[config.mk]
export PLATFORM = sky130hd
export DESIGN_NAME = stream_demux4
export DESIGN_NICKNAME = d
export VERILOG_FILES = /design/src/rtl/stream_demux4.sv
export SDC_FILE = /design/constraint.sdc
export NUM_CORES = 1
export LEC_CHECK = 0
export BUFFER_PORTS_ARGS = -buffer_cell sky130_fd_sc_hd__buf_2
export CAP_MARGIN = 15
export CORE_MARGIN = 2
export CORE_UTILIZATION = 35
export DETAILED_ROUTE_END_ITERATION = 8
export HOLD_SLACK_MARGIN = 0.12
export PLACE_DENSITY_LB_ADDON = 0.08
export SLEW_MARGIN = 5
export SYNTH_ARGS = -nofsm -noshare
export SYNTH_HDL_FRONTEND = slang
export SYNTH_SLANG_ARGS = --single-unit
[constraint.sdc]
create_clock -name clk -period 2.05 [get_ports clk]
set_input_delay 0.205 -clock clk [delete_from_list [all_inputs] [get_ports clk]]
set_output_delay 0.205 -clock clk [all_outputs]
set_load 0.02 [all_outputs]
[src/rtl/stream_demux4.sv]
// Four-way stream demultiplexer: each beat is routed by in_sel into one of four
// independent 2-entry FIFOs, so a stalled consumer only blocks beats addressed to it.
module stream_demux4 #(
  parameter int WIDTH    = 8,
  parameter int SEL_BITS = 2,
  parameter int CNT_W    = 8
) (
  input  logic                clk,
  input  logic                rst_n,
  input  logic [WIDTH-1:0]    in_data,
  input  logic [SEL_BITS-1:0] in_sel,
  input  logic                in_valid,
  output logic                in_ready,
  output logic [WIDTH-1:0]    out_data0,
  output logic [WIDTH-1:0]    out_data1,
  output logic [WIDTH-1:0]    out_data2,
  output logic [WIDTH-1:0]    out_data3,
  output logic [3:0]          out_valid,
  input  logic [3:0]          out_ready,
  output logic [CNT_W-1:0]    cnt0,
  output logic [CNT_W-1:0]    cnt1,
  output logic [CNT_W-1:0]    cnt2,
  output logic [CNT_W-1:0]    cnt3
);

  typedef enum logic [1:0] {
    ST_EMPTY = 2'd0,
    ST_ONE   = 2'd1,
    ST_FULL  = 2'd2
  } fifo_st_e;

  logic             w_full  [4];
  logic             w_valid [4];
  logic [WIDTH-1:0] w_head  [4];
  logic [CNT_W-1:0] w_cnt   [4];
  logic             w_accept;

  // Ready depends only on the addressed FIFO's occupancy, never on out_ready.
  always_comb begin
    in_ready = 1'b0;
    if (rst_n) begin
      in_ready = ~w_full[in_sel];
    end else begin
      in_ready = 1'b0;
    end
    w_accept = in_valid & in_ready;
  end

  for (genvar g = 0; g < 4; g++) begin : g_fifo
    fifo_st_e         r_st;
    logic             r_valid;
    logic [WIDTH-1:0] r_head;
    logic [WIDTH-1:0] r_tail;
    logic [CNT_W-1:0] r_cnt;
    logic             w_push;
    logic             w_pop;

    assign w_push = w_accept & (in_sel == SEL_BITS'(g));
    assign w_pop  = r_valid & out_ready[g];

    // Per-output FIFO state machine; entry 0 (r_head) is always the oldest beat.
    always_ff @(posedge clk or negedge rst_n) begin
      if (!rst_n) begin
        r_st    <= ST_EMPTY;
        r_valid <= 1'b0;
        r_head  <= '0;
        r_tail  <= '0;
        r_cnt   <= '0;
      end else begin
        if (w_pop) begin
          r_cnt <= r_cnt + CNT_W'(1);
        end
        case (r_st)
          ST_EMPTY: begin
            if (w_push) begin
              r_head  <= in_data;
              r_st    <= ST_ONE;
              r_valid <= 1'b1;
            end
          end
          ST_ONE: begin
            case ({w_push, w_pop})
              2'b10: begin
                r_tail <= in_data;
                r_st   <= ST_FULL;
              end
              2'b01: begin
                r_st    <= ST_EMPTY;
                r_valid <= 1'b0;
              end
              2'b11: r_head <= in_data;
              default: ;
            endcase
          end
          ST_FULL: begin
            // No push can arrive here: in_ready is low for a full FIFO.
            if (w_pop) begin
              r_head <= r_tail;
              r_st   <= ST_ONE;
            end
          end
          default: begin
            r_st    <= ST_EMPTY;
            r_valid <= 1'b0;
          end
        endcase
      end
    end

    assign w_full[g]  = (r_st == ST_FULL);
    assign w_valid[g] = r_valid;
    assign w_head[g]  = r_head;
    assign w_cnt[g]   = r_cnt;
  end

  assign out_valid = {w_valid[3], w_valid[2], w_valid[1], w_valid[0]};
  assign out_data0 = w_head[0];
  assign out_data1 = w_head[1];
  assign out_data2 = w_head[2];
  assign out_data3 = w_head[3];
  assign cnt0      = w_cnt[0];
  assign cnt1      = w_cnt[1];
  assign cnt2      = w_cnt[2];
  assign cnt3      = w_cnt[3];

endmodule

======== Word-level counts from Yosys, hierarchy flattened ========
Index checks and enable logic that the tools add are counted.
word-level totals
  flip-flop bits (word level) ............. 108
  bits of input ports ..................... 17
  output and inout port bits .............. 69
  logic and storage cells ................. 156
operators by class
  add/subtract/negate cells ............... 4
  magnitude comparators ................... 1
  equal/unequal tests ..................... 43
  multiplexer cells ....................... 48
  bitwise logic cells ..................... 15
  reduce and logical (&&, ||, !) cells .... 25
operators by type and width
  kind                 count
  $mux 8               12
  $pmux 8 s3           4
  $add 8x1->8 const B  4
  $eq 2x2->1 const B   14
  $ne 2x1->1 const B   12
  $pmux 2 s3           4
  $reduce_and 3->1     8
  $eq 2x1->1 const B   9
  $mux 2               8
  $pmux 2 s2           4
  $reduce_and 4->1     4
  $ne 3x2->1 const B   4
  $pmux 1 s3           4
  $reduce_bool 3->1    4
  $mux 1               11
  $logic_not 2->1      5
  $and 1x1->1          9
  $ne 2x2->1 const B   4
  $reduce_and 2->1     4
  $not 1->1            5
  $ge 3x3->1 const B   1
  $not 2->3            1
  $bmux 1 s2           1

======== Depth between registers and ports, before layout ========
  depth after elaboration ................. 11
  depth in mapped cells ................... 5
  depth with buffers taken out ............ 3

======== Worst setup path before layout ========
No wires, ideal clock.
  kind .................................... reg2reg
  from .................................... register g_fifo[0].r_valid
  to ...................................... register g_fifo[0].r_tail[0]
  setup time .............................. 125 ps
  arrival time ............................ 1486 ps
  required time ........................... 1925 ps
  path slack .............................. 439 ps
  stages on the path, launching flop included .. 6
  buffers on the path ..................... 2
  clock period less this slack ............ 1611 ps
  cell sequence ........................... dfrtp_1 > buf_2 > a21boi_2 > and3_1 > buf_2 > mux2_2
on the way
  longest elaborated chain between the ends .. 3
ends and longest elaborated chain
  element                            RTL line  RTL
  from (decl)                        51        logic r_valid;
  from (signal assigned)             65        r_valid <= 1'b0;
  from (signal assigned)             78        r_valid <= 1'b1;
  from (signal assigned)             89        r_valid <= 1'b0;
  $and 1x1->1                        59        assign w_pop = r_valid & out_ready[g];
  $eq 2x2->1                         82        case ({w_push, w_pop})
  $reduce_and 2->1 (no source line)  -
  to (signal assigned)               84        r_tail <= in_data;
  to (decl)                          53        logic [WIDTH-1:0] r_tail;
No other way between the ends.
A chain may end at the register's enable or synchronous reset.

======== Worst setup path in the final report ========
  from .................................... register g_fifo[3].r_st[0]
  to ...................................... output in_ready
on the way
  longest elaborated chain between the ends .. 6
ends and longest elaborated chain
  element                                    RTL line  RTL
  from (decl)                                50        fifo_st_e r_st;
  from (signal assigned)                     64        r_st <= ST_EMPTY;
  from (signal assigned)                     77        r_st <= ST_ONE;
  from (signal assigned)                     85        r_st <= ST_FULL;
  $eq 2x2->1                                 110       assign w_full[g] = (r_st == ST_FULL);
  $bmux 1 s2                                 42        in_ready = ~w_full[in_sel];
  $mux 1 (implied by the code) (2 in a row)  42
  $not 1->1                                  42
  $mux 1                                     41        if (rst_n) begin
  to (decl)                                  13        output logic in_ready,
No other way between the ends. The select of a mux whose other input is x is not followed.

==> impl_metrics.prom <==
# TYPE chip_impl_metric gauge
chip_impl_metric{name="area_growth",unit="%"} 18.9
chip_impl_metric{name="drive_above_1_share",unit=""} 0.379
chip_impl_metric{name="cts_max_level",unit=""} 3
chip_impl_info{name="regToRegStartpoint",value="g_fifo[2].r_valid$_DFFE_PN0P_"} 1
chip_impl_metric{name="post_layout_nonfiller_instances",unit=""} 667
chip_impl_metric{name="remaining_drc_errors",unit=""} 0
chip_impl_metric{name="power.density_cell_area",unit="nW/µm²"} 1310
chip_impl_metric{name="max_freq",unit="MHz"} 506
chip_impl_metric{name="overflow",unit=""} 0
chip_impl_metric{name="finalWirelength",unit="µm"} 11600
chip_impl_metric{name="buffer_ports.inserted",unit=""} 85
chip_impl_metric{name="core_region_area",unit="µm²"} 13900
chip_impl_metric{name="dieWidth",unit="µm"} 124
chip_impl_metric{name="route.detailed.vias_per_inst",unit=""} 5.07
chip_impl_metric{name="clock-sinks",unit=""} 108
chip_impl_metric{name="route.antenna.remaining_nets",unit=""} 0
chip_impl_metric{name="crit_required",unit="ps"} 1850
chip_impl_metric{name="synth.ff_latch_count",unit=""} 108
chip_impl_info{name="clock_tree_from_tritoncts",value="yes"} 1
chip_impl_metric{name="die_height",unit="µm"} 124
chip_impl_metric{name="num_io_pins",unit=""} 86
chip_impl_info{name="startpoint",value="g_fifo[3].r_st[0]$_DFFE_PN0P_"} 1
chip_impl_metric{name="number_of_enable_type_register_cells_in_the_synthesized_netlist",unit=""} 0
chip_impl_metric{name="syn_area",unit="µm²"} 5010
chip_impl_metric{name="setup_tns",unit="ps"} 0
chip_impl_metric{name="worst_clock_skew",unit="ps"} 8.08
chip_impl_metric{name="fraction_of_the_yosys_area_taken_by_sequential_cells",unit=""} 0.539
chip_impl_metric{name="drv_cap",unit=""} 0
chip_impl_metric{name="groute.usage.overall",unit=""} 0.163
chip_impl_info{name="commonest_non_fill_non_tap_cells_in_the_layout",value="sky130_fd_sc_hd__dfrtp_1 (103), sky130_fd_sc_hd__buf_2 (84), sky130_fd_sc_hd__mux2_2 (33)"} 1
chip_impl_metric{name="tritoncts.num_buffers",unit=""} 9
chip_impl_metric{name="cts.clk_slew.worst_paths",unit="ps"} 70
chip_impl_metric{name="fillers",unit=""} 1318
chip_impl_metric{name="place_congestion",unit=""} 0.754
chip_impl_info{name="mostFrequentLayoutCell",value="sky130_fd_sc_hd__dfrtp_1"} 1
chip_impl_metric{name="synth_async_sr_flop_share",unit=""} 1.00
chip_impl_info{name="worstHoldPathType",value="in2reg"} 1
chip_impl_metric{name="grt_antenna_before_repair",unit=""} 1
chip_impl_info{name="grt_setup_unrepaired",value="no"} 1
chip_impl_metric{name="synthCells",unit=""} 399
chip_impl_metric{name="post_drt_wl_per_cell",unit="µm"} 17.4
chip_impl_metric{name="highest_ir_drop_seen_on_vdd",unit="V"} 0.000667
chip_impl_metric{name="start_util",unit=""} 0.360
chip_impl_metric{name="period_share",unit=""} 0.964
chip_impl_metric{name="timing.final.hold_violations",unit=""} 0
chip_impl_metric{name="final_nets",unit=""} 502
chip_impl_metric{name="worst_slew_margin_rel",unit=""} 0.500
chip_impl_info{name="cts_root_buffer",value="sky130_fd_sc_hd__clkbuf_16"} 1
chip_impl_metric{name="grt_pass1_wl",unit="µm"} 18500
chip_impl_info{name="outcome",value="finished clean"} 1
chip_impl_info{name="crit-reg2reg-capture",value="g_fifo[2].r_tail[6]$_DFFE_PN0P_"} 1
chip_impl_info{name="timing.critical_path.to_type",value="output port"} 1
chip_impl_metric{name="period_needed",unit="ps"} 1980
chip_impl_metric{name="synthDistinctLibCells",unit=""} 53
chip_impl_metric{name="avgSynthCellArea",unit="µm²"} 12.6
chip_impl_metric{name="first_global_vias",unit=""} 3423
chip_impl_info{name="worstSetupStartpointType",value="flop"} 1
chip_impl_metric{name="static-leakage-power",unit="µW"} 0.00271
chip_impl_metric{name="initialDrtViolationCount",unit=""} 162
chip_impl_metric{name="finalMaxSlewViolations",unit=""} 0
chip_impl_metric{name="critical_path_arrival",unit="ps"} 1770
chip_impl_metric{name="fp-row-count",unit=""} 43
chip_impl_metric{name="path_max_fanout",unit=""} 7
chip_impl_metric{name="clkLatencyLatePin",unit="ps"} 350
chip_impl_metric{name="syn_nets",unit=""} 420
chip_impl_info{name="yosys_most_used_dff",value="sky130_fd_sc_hd__dfrtp_1"} 1
chip_impl_metric{name="tightestPinTransition",unit="ps"} 751
chip_impl_metric{name="post-dp-hpwl",unit="µm"} 8090
chip_impl_metric{name="cts.path.max_buffers",unit=""} 2
chip_impl_metric{name="maximum_number_of_pins_on_one_net_before_global_route_repair",unit=""} 61
chip_impl_metric{name="ys_warn_count",unit=""} 0
chip_impl_metric{name="placed_cells_incl_taps",unit=""} 649
chip_impl_info{name="endpoint",value="in_ready"} 1
chip_impl_metric{name="number_of_search_and_repair_iterations_in_the_first_detailed_routing_pass",unit=""} 4
chip_impl_metric{name="dr_total_vias",unit=""} 3385
chip_impl_metric{name="die_area",unit="µm²"} 15300
chip_impl_info{name="timing.setup.critical_path_class",value="reg2out"} 1
chip_impl_metric{name="r2r_setup_slack",unit="ps"} 310
chip_impl_metric{name="setup_viol",unit=""} 0
chip_impl_metric{name="worstRegToRegCells",unit=""} 3
per-layer routing:
layer,global-route usage,part of all wire,up-vias
li1,-,-,1651
met3,0.0321,0.040,10
met2,0.263,0.48,55
met1,0.218,0.46,1669
met5,0,0,-
met4,0.0639,0.016,0
report_power, final:
group          internal [µW]  total (µW)  leakage, µW  switching (µW)
Clock                   1190        1980     0.000161             793
Combinational           1040        2370      0.00119            1330
Sequential              2850        3480      0.00136             627
Total                   5070        7820      0.00271            2750
sequential cells by signal, summed over array words and instances (netlist names):
| signal | count |
|---|---|
| out_data2 | 8 |
| cnt2 | 8 |
| out_data0 | 8 |
| cnt1 | 8 |
| cnt3 | 8 |
| cnt0 | 8 |
| g_fifo.r_st | 8 |
| g_fifo.r_valid | 4 |
| g_fifo.r_tail | 32 |
| out_data1 | 8 |
| out_data3 | 8 |
repair_timing:
item	CTS	global route
setup buffers	0	0
hold endpoints to repair	48	0
hold buffers	1	0
resized for setup	2	3
setup endpoints to repair	1	1
how the worst min path moves through the flow:
| stage | startpoint | slack (ps) | endpoint | depth (start not counted) |
|---|---|---|---|---|
| floorplan | rst_n | -90 | cnt0[0]$_DFFE_PN0P_ | 0 |
| global placement | rst_n | 70 | g_fifo[3].r_st[1]$_DFFE_PN0P_ | 1 |
| detailed placement | rst_n | 80 | g_fifo[3].r_st[1]$_DFFE_PN0P_ | 1 |
| CTS | out_ready[1] | 210 | cnt1[0]$_DFFE_PN0P_ | 3 |
| global route | out_ready[1] | 220 | cnt1[0]$_DFFE_PN0P_ | 3 |
| finish | out_ready[1] | 220 | cnt1[0]$_DFFE_PN0P_ | 3 |
layout make-up:
| cell class | count | area, µm² | area share |
|---|---|---|---|
| Sequential cell | 108 | 2710 | 0.455 |
| Multi-Input combinational cell | 254 | 2130 | 0.358 |
| Timing Repair Buffer | 93 | 490 | 0.0823 |
| Clock buffer | 9 | 225 | 0.0378 |
| Tap cell | 180 | 225 | 0.0378 |
| Clock inverter | 7 | 115 | 0.0193 |
| Inverter | 15 | 56.3 | 0.00945 |
| Antenna cell | 1 | 2.50 | 0.000420 |
per-stage QoR:
| step | util | total power, µW | instance area, µm² | hold WS (ps) | worst slack (ps) |
|---|---|---|---|---|---|
| global route | 0.428 | 8340 | 5960 | 225 | 5.21 |
| finish | 0.428 | 7820 | 5960 | 221 | 73.0 |
| global placement | 0.402 | 5870 | 5600 | 74.7 | 365 |
| CTS | 0.427 | 7940 | 5950 | 207 | 28.4 |
| detailed placement | 0.402 | 5920 | 5600 | 80.3 | 297 |
| floorplan | - | 5040 | 5010 | -90.6 | 439 |
logic make-up (layout without fill, tap and decap cells):
| family | after synthesis | after routing | share of synthesized area |
|---|---|---|---|
| flops | 108 | 108 | 0.539 |
| xor+xnor | 28 | 28 | 0.0489 |
| mux | 43 | 43 | 0.0971 |
| fa+ha+maj | 5 | 5 | 0.0120 |
| compound gates | 67 | 67 | 0.121 |
| other cells | 0 | 1 | 0 |
| simple gates | 111 | 111 | 0.147 |
| buf+inv | 37 | 124 | 0.0347 |
synthesized netlist by cell type, types with 3 or more instances:
master / count / share of area
sky130_fd_sc_hd__nand4_1: 17 / 0.021
sky130_fd_sc_hd__nand4b_1: 3 / 0.0052
sky130_fd_sc_hd__buf_2: 10 / 0.010
sky130_fd_sc_hd__a211oi_1: 8 / 0.012
sky130_fd_sc_hd__buf_4: 4 / 0.0060
sky130_fd_sc_hd__o32ai_1: 8 / 0.014
sky130_fd_sc_hd__and3_1: 7 / 0.0087
sky130_fd_sc_hd__and4_1: 4 / 0.0070
sky130_fd_sc_hd__o211ai_1: 5 / 0.0075
sky130_fd_sc_hd__nand2_1: 13 / 0.0097
sky130_fd_sc_hd__nand2b_1: 4 / 0.0050
sky130_fd_sc_hd__inv_1: 15 / 0.011
sky130_fd_sc_hd__or2_2: 24 / 0.030
sky130_fd_sc_hd__nand3_1: 3 / 0.0030
sky130_fd_sc_hd__and2_1: 13 / 0.016
sky130_fd_sc_hd__clkbuf_1: 7 / 0.0052
sky130_fd_sc_hd__nor3_1: 8 / 0.0080
sky130_fd_sc_hd__a21oi_1: 7 / 0.0070
sky130_fd_sc_hd__ha_1: 4 / 0.010
sky130_fd_sc_hd__a221o_1: 8 / 0.016
sky130_fd_sc_hd__xnor2_1: 26 / 0.045
sky130_fd_sc_hd__dfrtp_1: 108 / 0.54
sky130_fd_sc_hd__o22ai_1: 3 / 0.0037
sky130_fd_sc_hd__mux2_2: 33 / 0.074
sky130_fd_sc_hd__o221a_1: 16 / 0.036
sky130_fd_sc_hd__mux2i_1: 7 / 0.014
worst max-delay path, stage by stage (launching register included):
cell and delay [ps]:
sky130_fd_sc_hd__dfrtp_1 440, sky130_fd_sc_hd__nand2b_1 190, sky130_fd_sc_hd__mux4_2 460, sky130_fd_sc_hd__and2_1 180
sky130_fd_sc_hd__buf_2 160
(Power assumes the default switching activity.)
